[src/rtl/braille_sequencer.sv]
// braille_sequencer: 4-entry character FIFO feeding a timed Braille cell display.
// Display outputs are registered one cycle behind the FSM, so a cell appears two edges after its accept.
module braille_sequencer #(
  parameter int unsigned HOLD_CYCLES = 50000,
  parameter int unsigned GAP_CYCLES  = 10000,
  parameter int unsigned DEPTH       = 4
) (
  input  logic       clk_i,
  input  logic       rst_n_i,
  input  logic       in_valid_i,
  output logic       in_ready_o,
  input  logic [7:0] in_char_i,
  input  logic       pause_i,
  output logic [5:0] dec_bits_o,
  output logic       dec_en_o,
  output logic       char_done_o,
  output logic       busy_o,
  output logic [2:0] fifo_count_o,
  output logic       err_o
);
  typedef enum logic [1:0] {IDLE, SHOW, GAP} state_t;
  localparam logic [15:0] HOLD_LAST = 16'(HOLD_CYCLES - 1);
  localparam logic [15:0] GAP_LAST  = 16'(GAP_CYCLES == 0 ? 0 : GAP_CYCLES - 1);
  state_t      state_q, state_d;
  logic [15:0] cnt_q, cnt_d;
  logic [5:0]  mem_q [4];
  logic [1:0]  wr_q, rd_q;
  logic [2:0]  count_q;
  logic [5:0]  cell_q, dec_bits_q;
  logic        dec_en_q, char_done_q, err_q;
  logic        accept, push, pop, done;
  assign in_ready_o   = count_q < 3'(DEPTH);
  assign accept       = in_valid_i && in_ready_o;
  assign push         = accept && !in_char_i[7];
  assign dec_bits_o   = dec_bits_q;
  assign dec_en_o     = dec_en_q;
  assign char_done_o  = char_done_q;
  assign fifo_count_o = count_q;
  assign err_o        = err_q;
  assign busy_o       = state_q != IDLE || count_q != 0 || dec_en_q;
  always_comb begin
    state_d = state_q;
    cnt_d   = cnt_q;
    pop     = 1'b0;
    done    = 1'b0;
    case (state_q)
      IDLE: if (count_q != 0) begin
        pop     = 1'b1;
        state_d = SHOW;
        cnt_d   = '0;
      end
      SHOW: if (!pause_i) begin
        if (cnt_q == HOLD_LAST) begin
          done  = 1'b1;
          cnt_d = '0;
          if (GAP_CYCLES != 0) state_d = GAP;
          else if (count_q != 0) pop = 1'b1;
          else state_d = IDLE;
        end else cnt_d = cnt_q + 16'd1;
      end
      GAP: if (!pause_i) begin
        if (cnt_q == GAP_LAST) begin
          cnt_d   = '0;
          pop     = count_q != 0;
          state_d = count_q != 0 ? SHOW : IDLE;
        end else cnt_d = cnt_q + 16'd1;
      end
      default: state_d = IDLE;
    endcase
  end
  always_ff @(posedge clk_i) begin
    if (push) mem_q[wr_q] <= in_char_i[5:0];
  end
  always_ff @(posedge clk_i or negedge rst_n_i) begin
    if (!rst_n_i) begin
      state_q     <= IDLE;
      cnt_q       <= '0;
      wr_q        <= '0;
      rd_q        <= '0;
      count_q     <= '0;
      cell_q      <= '0;
      dec_bits_q  <= '0;
      dec_en_q    <= 1'b0;
      char_done_q <= 1'b0;
      err_q       <= 1'b0;
    end else begin
      state_q     <= state_d;
      cnt_q       <= cnt_d;
      wr_q        <= wr_q + 2'(push);
      rd_q        <= rd_q + 2'(pop);
      count_q     <= count_q + 3'(push) - 3'(pop);
      if (pop) cell_q <= mem_q[rd_q];
      dec_en_q    <= state_q == SHOW;
      dec_bits_q  <= state_q == SHOW ? cell_q : '0;
      char_done_q <= done;
      err_q       <= err_q | (accept & in_char_i[7]);
    end
  end
endmodule
[config.mk]
export PLATFORM = sky130hd
export DESIGN_NAME = braille_sequencer
export DESIGN_NICKNAME = d
export VERILOG_FILES = /design/src/rtl/braille_sequencer.sv
export SDC_FILE = /design/constraint.sdc
export NUM_CORES = 1
export LEC_CHECK = 0
export BUFFER_PORTS_ARGS = -buffer_cell sky130_fd_sc_hd__buf_4
export CAP_MARGIN = 5
export CORE_ASPECT_RATIO = 0.75
export CORE_MARGIN = 2
export CORE_UTILIZATION = 35
export DETAILED_ROUTE_END_ITERATION = 12
export PLACE_DENSITY = 0.64
export SKIP_CTS_REPAIR_TIMING = 1
export SLEW_MARGIN = 20
export SYNTH_ARGS = -nofsm -noshare
export SYNTH_HDL_FRONTEND = slang
export SYNTH_SLANG_ARGS = --single-unit
[constraint.sdc]
create_clock -name clk_i -period 4.2 [get_ports clk_i]
set_clock_uncertainty 0.15 [all_clocks]
set_input_delay 0.63 -clock clk_i [delete_from_list [all_inputs] [get_ports clk_i]]
set_output_delay 0.63 -clock clk_i [all_outputs]
set_load 0.1 [all_outputs]
==> results of run 1 <==
## final cells by class
class / instances / area (um^2)
inverter: 8 / 30.0
clock inverter: 4 / 56.3
fill: 737 / 4570
multi-input combinational: 142 / 1150
tap: 105 / 131
sequential: 64 / 1720
clock buffer: 12 / 188
timing repair buffer: 24 / 180
## stage by stage
stage	total power [mW]	util (%)	setup WS, ps	instance area, um^2
after floorplan	1.07	-	870	2940
after global placement	1.14	40.0	1100	3210
after detailed placement	1.15	40.0	1050	3210
after CTS	1.77	43.0	1020	3450
after global routing	1.83	43.0	839	3450
final	1.75	43.0	1040	3450
## state kept, by name, indices dropped and copies added (netlist names)
register      count
mem_q            24
cnt_q            16
cell_q            6
dec_bits_o        6
fifo_count_o      3
rd_q              2
state_q           2
wr_q              2
char_done_o       1
dec_en_o          1
err_o             1
## power breakdown
part / total, mW / internal, mW / switching, mW
combinational: 0.344 / 0.104 / 0.240
sequential: 0.795 / 0.719 / 0.0759
clock: 0.611 / 0.365 / 0.245
total: 1.75 / 1.19 / 0.562
## worst max path at each step
stage	start	slack, ps	endpoint
after floorplan	fifo_count_o[2]$_DFF_PN0_	870	fifo_count_o[2]$_DFF_PN0_
after global placement	cnt_q[0]$_DFFE_PN0P_	1100	fifo_count_o[2]$_DFF_PN0_
after detailed placement	cnt_q[0]$_DFFE_PN0P_	1050	fifo_count_o[2]$_DFF_PN0_
after CTS	cnt_q[0]$_DFFE_PN0P_	1020	fifo_count_o[2]$_DFF_PN0_
after global routing	cnt_q[0]$_DFFE_PN0P_	840	fifo_count_o[2]$_DFF_PN0_
final	cnt_q[0]$_DFFE_PN0P_	1040	fifo_count_o[2]$_DFF_PN0_
## worst max-delay path: cells and delay by family (launching register included)
family	cells	cell delay [ps]
flops	1	390
fa+ha+maj	4	1000
xor+xnor	2	310
buf+inv	1	40
compound gates	1	470
simple gates	3	710
## kinds of logic after synthesis
family	count (synthesis)	share of synthesized area [%]
mux	14	8.37
simple gates	78	16.0
xor+xnor	8	2.38
buf+inv	15	2.59
flops	64	58.5
fa+ha+maj	10	4.50
compound gates	32	7.69
## routing by layer
layer	wire (um)	GRT usage, %	vias up	part of all wire (%)
li1	-	-	865	-
met1	2700	19.4	862	52
met2	2070	16.8	55	39
met3	367	4.79	11	7.0
met4	107	5.41	0	2.0
met5	0	0	-	0
## placed cells by master (no fill, tap or decap), types with 7 or more instances in the layout
master / instances
and2_1: 10
nand3_1: 8
ha_1: 9
inv_1: 8
clkbuf_8: 10
nor3_1: 9
a21oi_1: 7
dfrtp_1: 40
nand2_1: 15
nor2_1: 11
buf_4: 24
edfxtp_1: 24
==> impl_metrics.json, run 1 <==
{
  "chipWidth_um": 110,
  "synthDistinctLibCells": 50,
  "drt_iter0_drc": 110,
  "hpwl_um": 3630,
  "final_cells": 359,
  "antenna_found_initial": 0,
  "clock_path_buffers": 2,
  "cap_violations": 0,
  "dp.cells": 343,
  "synthCells": 221,
  "grt_pass1_wl_um": 8890,
  "drt_pass1_iterations": 4,
  "timing.hold.ws_ps": 113,
  "fin_tns_setup_ps": 0,
  "grt_remaining_overflow": 0,
  "synth_top_area_share_pct": 34.0,
  "yosys_warnings": 0,
  "synth_top_cells_by_count": "dfrtp_1, edfxtp_1, nand2_1",
  "clock_sinks": 64,
  "ctsHtreeMaxLevel": 3,
  "path_max_fanout": 8,
  "r2r_end": "fifo_count_o[2]$_DFF_PN0_",
  "globalplace.congestion": 0.810,
  "synth-seq-cells": 64,
  "drive_gt1_share_pct": 25.2,
  "reg2reg_from": "cnt_q[0]$_DFFE_PN0P_",
  "area_growth_pct": 17.3,
  "std_cell_rows": 28,
  "path_common_cell": "ha_1",
  "start_util_pct": 36.7,
  "cp.required_ps": 4320,
  "synth_area_mm2": 0.00294,
  "avgViaCountPerCell": 4.99,
  "synth_edf_count": 24,
  "leakagePower_nw": 1.42,
  "crit_slowest_cell": "o21a_1",
  "cts_root_buf": "clkbuf_8",
  "period_share_pct": 75.1,
  "yosysTopAreaCell": "dfrtp_1",
  "timing_worst_setup_path_type": "reg -> reg",
  "max_stage_delay_ps": 470,
  "io_pins": 26,
  "die_h_um": 83.4,
  "crit_path_cell_trace": "ha_1 > and4b_1 > nand4_2 > nor3b_2 > o21a_1 > ha_1 > inv_1 > ha_1 > fa_1 > xnor2_1 > xnor2_1",
  "drtAntennaViolNets": 0,
  "dieArea_mm2": 0.00917,
  "maxSlewHeadroom_pct": 27.9,
  "r2r_cells": 11,
  "tightestPinTransition_ps": 1070,
  "power_density_mw_per_mm2": 507,
  "final_max_slew_viol_count": 0,
  "diodes": 0,
  "grt_usage_pct": 13.0,
  "hold_viol": 0,
  "startpoint_type": "flip-flop",
  "insertion_delay_ps": 340,
  "grt_pass1_vias": 1766,
  "cts_tree": "built",
  "fmax_mhz": 317,
  "portBuffers": 24,
  "yosys.cell_count.top_type": "dfrtp_1",
  "ir_worst_vdd_v": 0.000648,
  "avgSynthCellArea_um2": 13.3,
  "syn_nets": 243,
  "via_count": 1793,
  "synth_ff_type": "dfrtp_1",
  "r2r_slack_ps": 1040,
  "hold_path.class": "in -> async",
  "rsz0062_at_grt": "no",
  "arrival_ps": 3270,
  "yosys-top-cells-area": "dfrtp_1, edfxtp_1, mux4_2",
  "crit_path_end_kind": "flip-flop",
  "finalSetupViolCount": 0,
  "layout_min_cycle_time_ps": 3160,
  "cts_made_buffers": 9,
  "final_nets": 271,
  "drc": 0,
  "routed_wirelength_um": 5240,
  "grt_max_degree": 41,
  "core_area_mm2": 0.00802,
  "status": "complete, no violations",
  "clkSlewWorstSetupHoldPaths_ps": 70,
  "wire_per_inst_um": 14.6,
  "async_reset_ff_share_pct": 62.5,
  "ys_seq_area_share_pct": 58.5
}
No activity file was read; power rests on OpenSTA's default activity.
==> run 2: changes to the inputs <==
--- a/config.mk
+++ b/config.mk
@@ -11,7 +11,7 @@
 export CORE_MARGIN = 2
 export CORE_UTILIZATION = 35
 export DETAILED_ROUTE_END_ITERATION = 12
-export PLACE_DENSITY = 0.64
+export PLACE_DENSITY = 0.65
 export SKIP_CTS_REPAIR_TIMING = 1
 export SLEW_MARGIN = 20
 export SYNTH_ARGS = -nofsm -noshare
==> constraint.sdc (replaced) <==
create_clock -name clk_i -period 2.9 [get_ports clk_i]
set_clock_uncertainty 0.15 [all_clocks]
set_input_delay 0.435 -clock clk_i [delete_from_list [all_inputs] [get_ports clk_i]]
set_output_delay 0.435 -clock clk_i [all_outputs]
set_load 0.1 [all_outputs]
==> impl_metrics.json, run 2 (same netlist as run 1, synthesis figures left out) <==
{
  "drive_gt1_share_pct": 28.2,
  "largest-register": "mem_q",
  "cts_root_buf": "clkbuf_8",
  "fin_tns_setup_ps": 0,
  "cp.required_ps": 3010,
  "area_growth_pct": 17.6,
  "place_ws_ps": 101,
  "hold_path.class": "in -> reg",
  "grt_remaining_overflow": 0,
  "cap_violations": 0,
  "grt_pass1_vias": 1739,
  "power_density_mw_per_mm2": 700,
  "clock_path_buffers": 2,
  "cts_made_buffers": 9,
  "fmax_mhz": 368,
  "antenna_found_initial": 0,
  "final_max_slew_viol_count": 0,
  "routed.top_layer": "met4",
  "final_nets": 276,
  "top_regs": "mem_q x24, cnt_q x16",
  "timing_worst_setup_path_type": "reg -> reg",
  "maxSlewHeadroom_pct": 57.0,
  "wl_met2_um": 2370,
  "period_share_pct": 93.6,
  "mostFrequentLayoutCells": "dfrtp_1, buf_4, edfxtp_1, nand2_1, nor2_1",
  "wl_met3_um": 199,
  "crit_path_end_kind": "flip-flop",
  "final_util_pct": 43.2,
  "fin_area_mm2": 0.00346,
  "globalplace.congestion": 0.788,
  "core_area_mm2": 0.00802,
  "chipWidth_um": 110,
  "arrival_ps": 2820,
  "r2r_cells": 10,
  "io_pins": 26,
  "clkSlewWorstSetupHoldPaths_ps": 70,
  "std_cell_rows": 28,
  "routed_wirelength_um": 5490,
  "setup_ws_ps": 185,
  "grt_pass1_wl_um": 8900,
  "largest_register_ffs": 24,
  "drc": 0,
  "tightestPinTransition_ps": 643,
  "grt_usage_pct": 13.0,
  "wire_per_inst_um": 15.1,
  "hpwl_um": 3870,
  "die_h_um": 83.4,
  "finalSetupViolCount": 0,
  "dpl_cell_area_mm2": 0.00324,
  "start_util_pct": 36.7,
  "timing.hold.ws_ps": 145,
  "hold_viol": 0,
  "drtAntennaViolNets": 0,
  "layout_min_cycle_time_ps": 2720,
  "clock_sinks": 64,
  "insertion_delay_ps": 340,
  "leakagePower_nw": 1.42,
  "dieArea_mm2": 0.00917,
  "drt_pass1_iterations": 4,
  "portBuffers": 24,
  "drt-met1-wl_um": 2860,
  "rsz0062_at_grt": "no",
  "grt_max_degree": 41,
  "hold_depth": 1,
  "drt_iter0_drc": 125,
  "path_max_fanout": 6,
  "startpoint_type": "flip-flop",
  "ctsHtreeMaxLevel": 3,
  "avgViaCountPerCell": 4.85,
  "via_count": 1766,
  "diodes": 0,
  "fill_cells": 727,
  "ir_worst_vdd_v": 0.000362,
  "cts_tree": "built",
  "status": "complete, no violations",
  "layout_commonest_cell": "dfrtp_1"
}
-- run 2: cell count changes in the layout (fill, tap and decap cells not counted), sizes merged --
| cell | delta |
|---|---|
| dlygate4sd3 | +1 |
| clkbuf | -2 |
| clkinvlp | +2 |
| inv | -1 |
| buf | +4 |
| clkinv | +1 |
-- run 2: per-layer routing --
metal,up-vias,GRT usage [%]
met2,32,18.0
met5,-,0
li1,876,-
met4,0,4.83
met3,4,4.47
met1,854,18.7
-- run 2: layout make-up --
| type | count | area, um^2 | area share, % |
|---|---|---|---|
| clock buffer | 10 | 128 | 3.68 |
| clock inverter | 6 | 61.3 | 1.77 |
| inverter | 8 | 33.8 | 0.975 |
| multi-input combinational | 142 | 1160 | 33.6 |
| sequential | 64 | 1720 | 49.8 |
| tap | 105 | 131 | 3.79 |
| timing repair buffer | 29 | 220 | 6.36 |
-- run 2: worst max-delay path: stages (launching register included) --
cell and delay (ps):
dfrtp_1 470, nor4_4 400, nand4_4 180, nor3b_2 200
o21a_1 160, ha_1 140, inv_1 50, ha_1 180
fa_1 390, xnor2_1 190, xnor2_1 140
-- run 2: path summary, 6_finish.rpt --
kind	endpoint	start	slack [ps]
setup / recovery	fifo_count_o[2]$_DFF_PN0_	cnt_q[5]$_DFFE_PN0P_	180
hold / removal	mem_q[2][1]$_DFFE_PP_	in_char_i[1]	140
setup reg to reg	fifo_count_o[2]$_DFF_PN0_	cnt_q[5]$_DFFE_PN0P_	180
hold reg to reg	err_o$_DFF_PN0_	err_o$_DFF_PN0_	340
max in group asynchronous	fifo_count_o[1]$_DFF_PN0_	rst_n_i	1760
min in group asynchronous	cnt_q[12]$_DFFE_PN0P_	rst_n_i	470
-- run 2: stage by stage --
step | total power [mW] | std cells
2_1_floorplan | 1.56 | 221
3_3_place_gp | 1.69 | 346
3_5_place_dp | 1.71 | 346
4_1_cts | 2.45 | 362
5_1_grt | 2.54 | 364
6_report | 2.43 | 364
-- run 2: report_power, final --
part	switching [mW]	leakage, nW	internal, mW
clock	0.338	0.0960	0.394
sequential	0.108	0.692	1.04
combinational	0.374	0.629	0.168
==> run 3: changes to the inputs <==
--- a/config.mk
+++ b/config.mk
@@ -7,7 +7,7 @@
 export LEC_CHECK = 0
 export BUFFER_PORTS_ARGS = -buffer_cell sky130_fd_sc_hd__buf_4
 export CAP_MARGIN = 5
-export CORE_ASPECT_RATIO = 0.75
+export CORE_ASPECT_RATIO = 1.2
 export CORE_MARGIN = 2
 export CORE_UTILIZATION = 35
 export DETAILED_ROUTE_END_ITERATION = 12
==> impl_metrics.json, run 3 (same netlist as run 1, synthesis figures left out) <==
{
  "io_pins": 26,
  "seqCellArea_mm2": 0.00172,
  "drt_iter0_drc": 83,
  "cts_root_buf": "clkbuf_8",
  "timing.hold.ws_ps": 141,
  "diodes": 0,
  "cp.required_ps": 3010,
  "final_util_pct": 42.8,
  "timing_worst_setup_path_type": "reg -> reg",
  "hold_path.class": "in -> reg",
  "tightestPinTransition_ps": 618,
  "r2r_end": "fifo_count_o[2]$_DFF_PN0_",
  "drive_gt1_share_pct": 27.4,
  "period_share_pct": 90.9,
  "cts_made_buffers": 9,
  "path_max_fanout": 4,
  "top_regs": "mem_q x24, cnt_q x16",
  "status": "complete, no violations",
  "insertion_delay_ps": 340,
  "cp.depth": 11,
  "antenna_found_initial": 0,
  "avgViaCountPerCell": 4.84,
  "endpoint": "fifo_count_o[2]$_DFF_PN0_",
  "setup_ws_ps": 265,
  "r2r_slack_ps": 270,
  "drt_pass1_iterations": 4,
  "finalSetupViolCount": 0,
  "max_stage_delay_ps": 410,
  "final_max_slew_viol_count": 0,
  "drc": 0,
  "layout_commonest_cell": "dfrtp_1",
  "final_nets": 276,
  "critical_path.startpoint": "cnt_q[0]$_DFFE_PN0P_",
  "clkSlewWorstSetupHoldPaths_ps": 80,
  "area_growth_pct": 18.7,
  "r2r_cells": 11,
  "leakagePower_nw": 1.42,
  "portBuffers": 24,
  "dieArea_mm2": 0.00916,
  "path_common_cell": "ha_1",
  "largest-register": "mem_q",
  "rsz0062_at_grt": "no",
  "reg2reg_from": "cnt_q[0]$_DFFE_PN0P_",
  "ir_worst_vdd_v": 0.000310,
  "hold_viol": 0,
  "globalplace.congestion": 0.802,
  "die_h_um": 104,
  "drtAntennaViolNets": 0,
  "multiInputGateArea_mm2": 0.00115,
  "fmax_mhz": 380,
  "chipWidth_um": 87.7,
  "cts_tree": "built",
  "place_ws_ps": 270,
  "fill_cells": 747,
  "grt_remaining_overflow": 0,
  "power_density_mw_per_mm2": 720,
  "crit_slowest_cell": "dfrtp_1",
  "grt_pass1_wl_um": 8980,
  "largest_register_ffs": 24,
  "clock_path_buffers": 2,
  "mostFrequentLayoutCells": "dfrtp_1, buf_4, edfxtp_1, nand2_1, nor2_1",
  "crit_path_cell_trace": "ha_1 > and4b_1 > nand4_2 > nor3b_2 > o21a_1 > ha_1 > inv_1 > ha_1 > fa_1 > xnor2_1 > xnor2_1",
  "cap_violations": 0,
  "routed_wirelength_um": 5180,
  "via_count": 1804,
  "fin_tns_setup_ps": 0,
  "grt_max_degree": 41,
  "arrival_ps": 2740,
  "grt_usage_pct": 12.9,
  "grt_pass1_vias": 1811,
  "wire_per_inst_um": 13.9,
  "ctsHtreeMaxLevel": 3,
  "std_cell_rows": 36,
  "startpoint_type": "flip-flop",
  "layout_min_cycle_time_ps": 2630,
  "start_util_pct": 36.1,
  "cp_top_family": "adder cells",
  "core_area_mm2": 0.00815,
  "crit_path_end_kind": "flip-flop",
  "maxSlewHeadroom_pct": 58.6,
  "cp_num_buf_inv": 1,
  "clock_sinks": 64,
  "hold_depth": 1,
  "hpwl_um": 3600
}
run 3: report_power, final:
group / switching (mW) / internal [mW] / total, mW
combinational: 0.343 / 0.155 / 0.498
clock: 0.371 / 0.492 / 0.863
sequential: 0.111 / 1.04 / 1.15
run 3: per-layer routing:
| metal | track usage (%) | routed length (um) |
|---|---|---|
| met1 | 16.1 | 2240 |
| met2 | 20.2 | 2670 |
| met3 | 3.17 | 136 |
| met5 | 0 | 0 |
| met4 | 7.03 | 133 |
run 3: area by class of cell:
class                   instances  share of cell area [%]
clock buffers                   9                    3.55
clock inverters                 7                    2.94
inverters                       8                   0.967
multi-input cells             142                    32.8
flip-flops and latches         64                    49.4
well taps                     114                    4.08
repair buffers                 29                    6.30
run 3: how the worst min path moves through the flow:
stage / start / end
finish: in_char_i[1] / mem_q[1][1]$_DFFE_PP_
global route: in_char_i[4] / mem_q[1][4]$_DFFE_PP_
CTS: rst_n_i / cnt_q[5]$_DFFE_PN0P_
detailed placement: rst_n_i / cnt_q[5]$_DFFE_PN0P_
global placement: rst_n_i / cnt_q[3]$_DFFE_PN0P_
floorplan: rst_n_i / cell_q[0]$_DFFE_PN0P_
run 3: metrics by stage:
step | power [mW] | instance area, um^2 | instances
4_1_cts | 2.55 | 3480 | 372
6_report | 2.52 | 3490 | 373
5_1_grt | 2.65 | 3490 | 373
3_5_place_dp | 1.68 | 3260 | 356
3_3_place_gp | 1.66 | 3260 | 356
2_1_floorplan | 1.56 | 2950 | 221
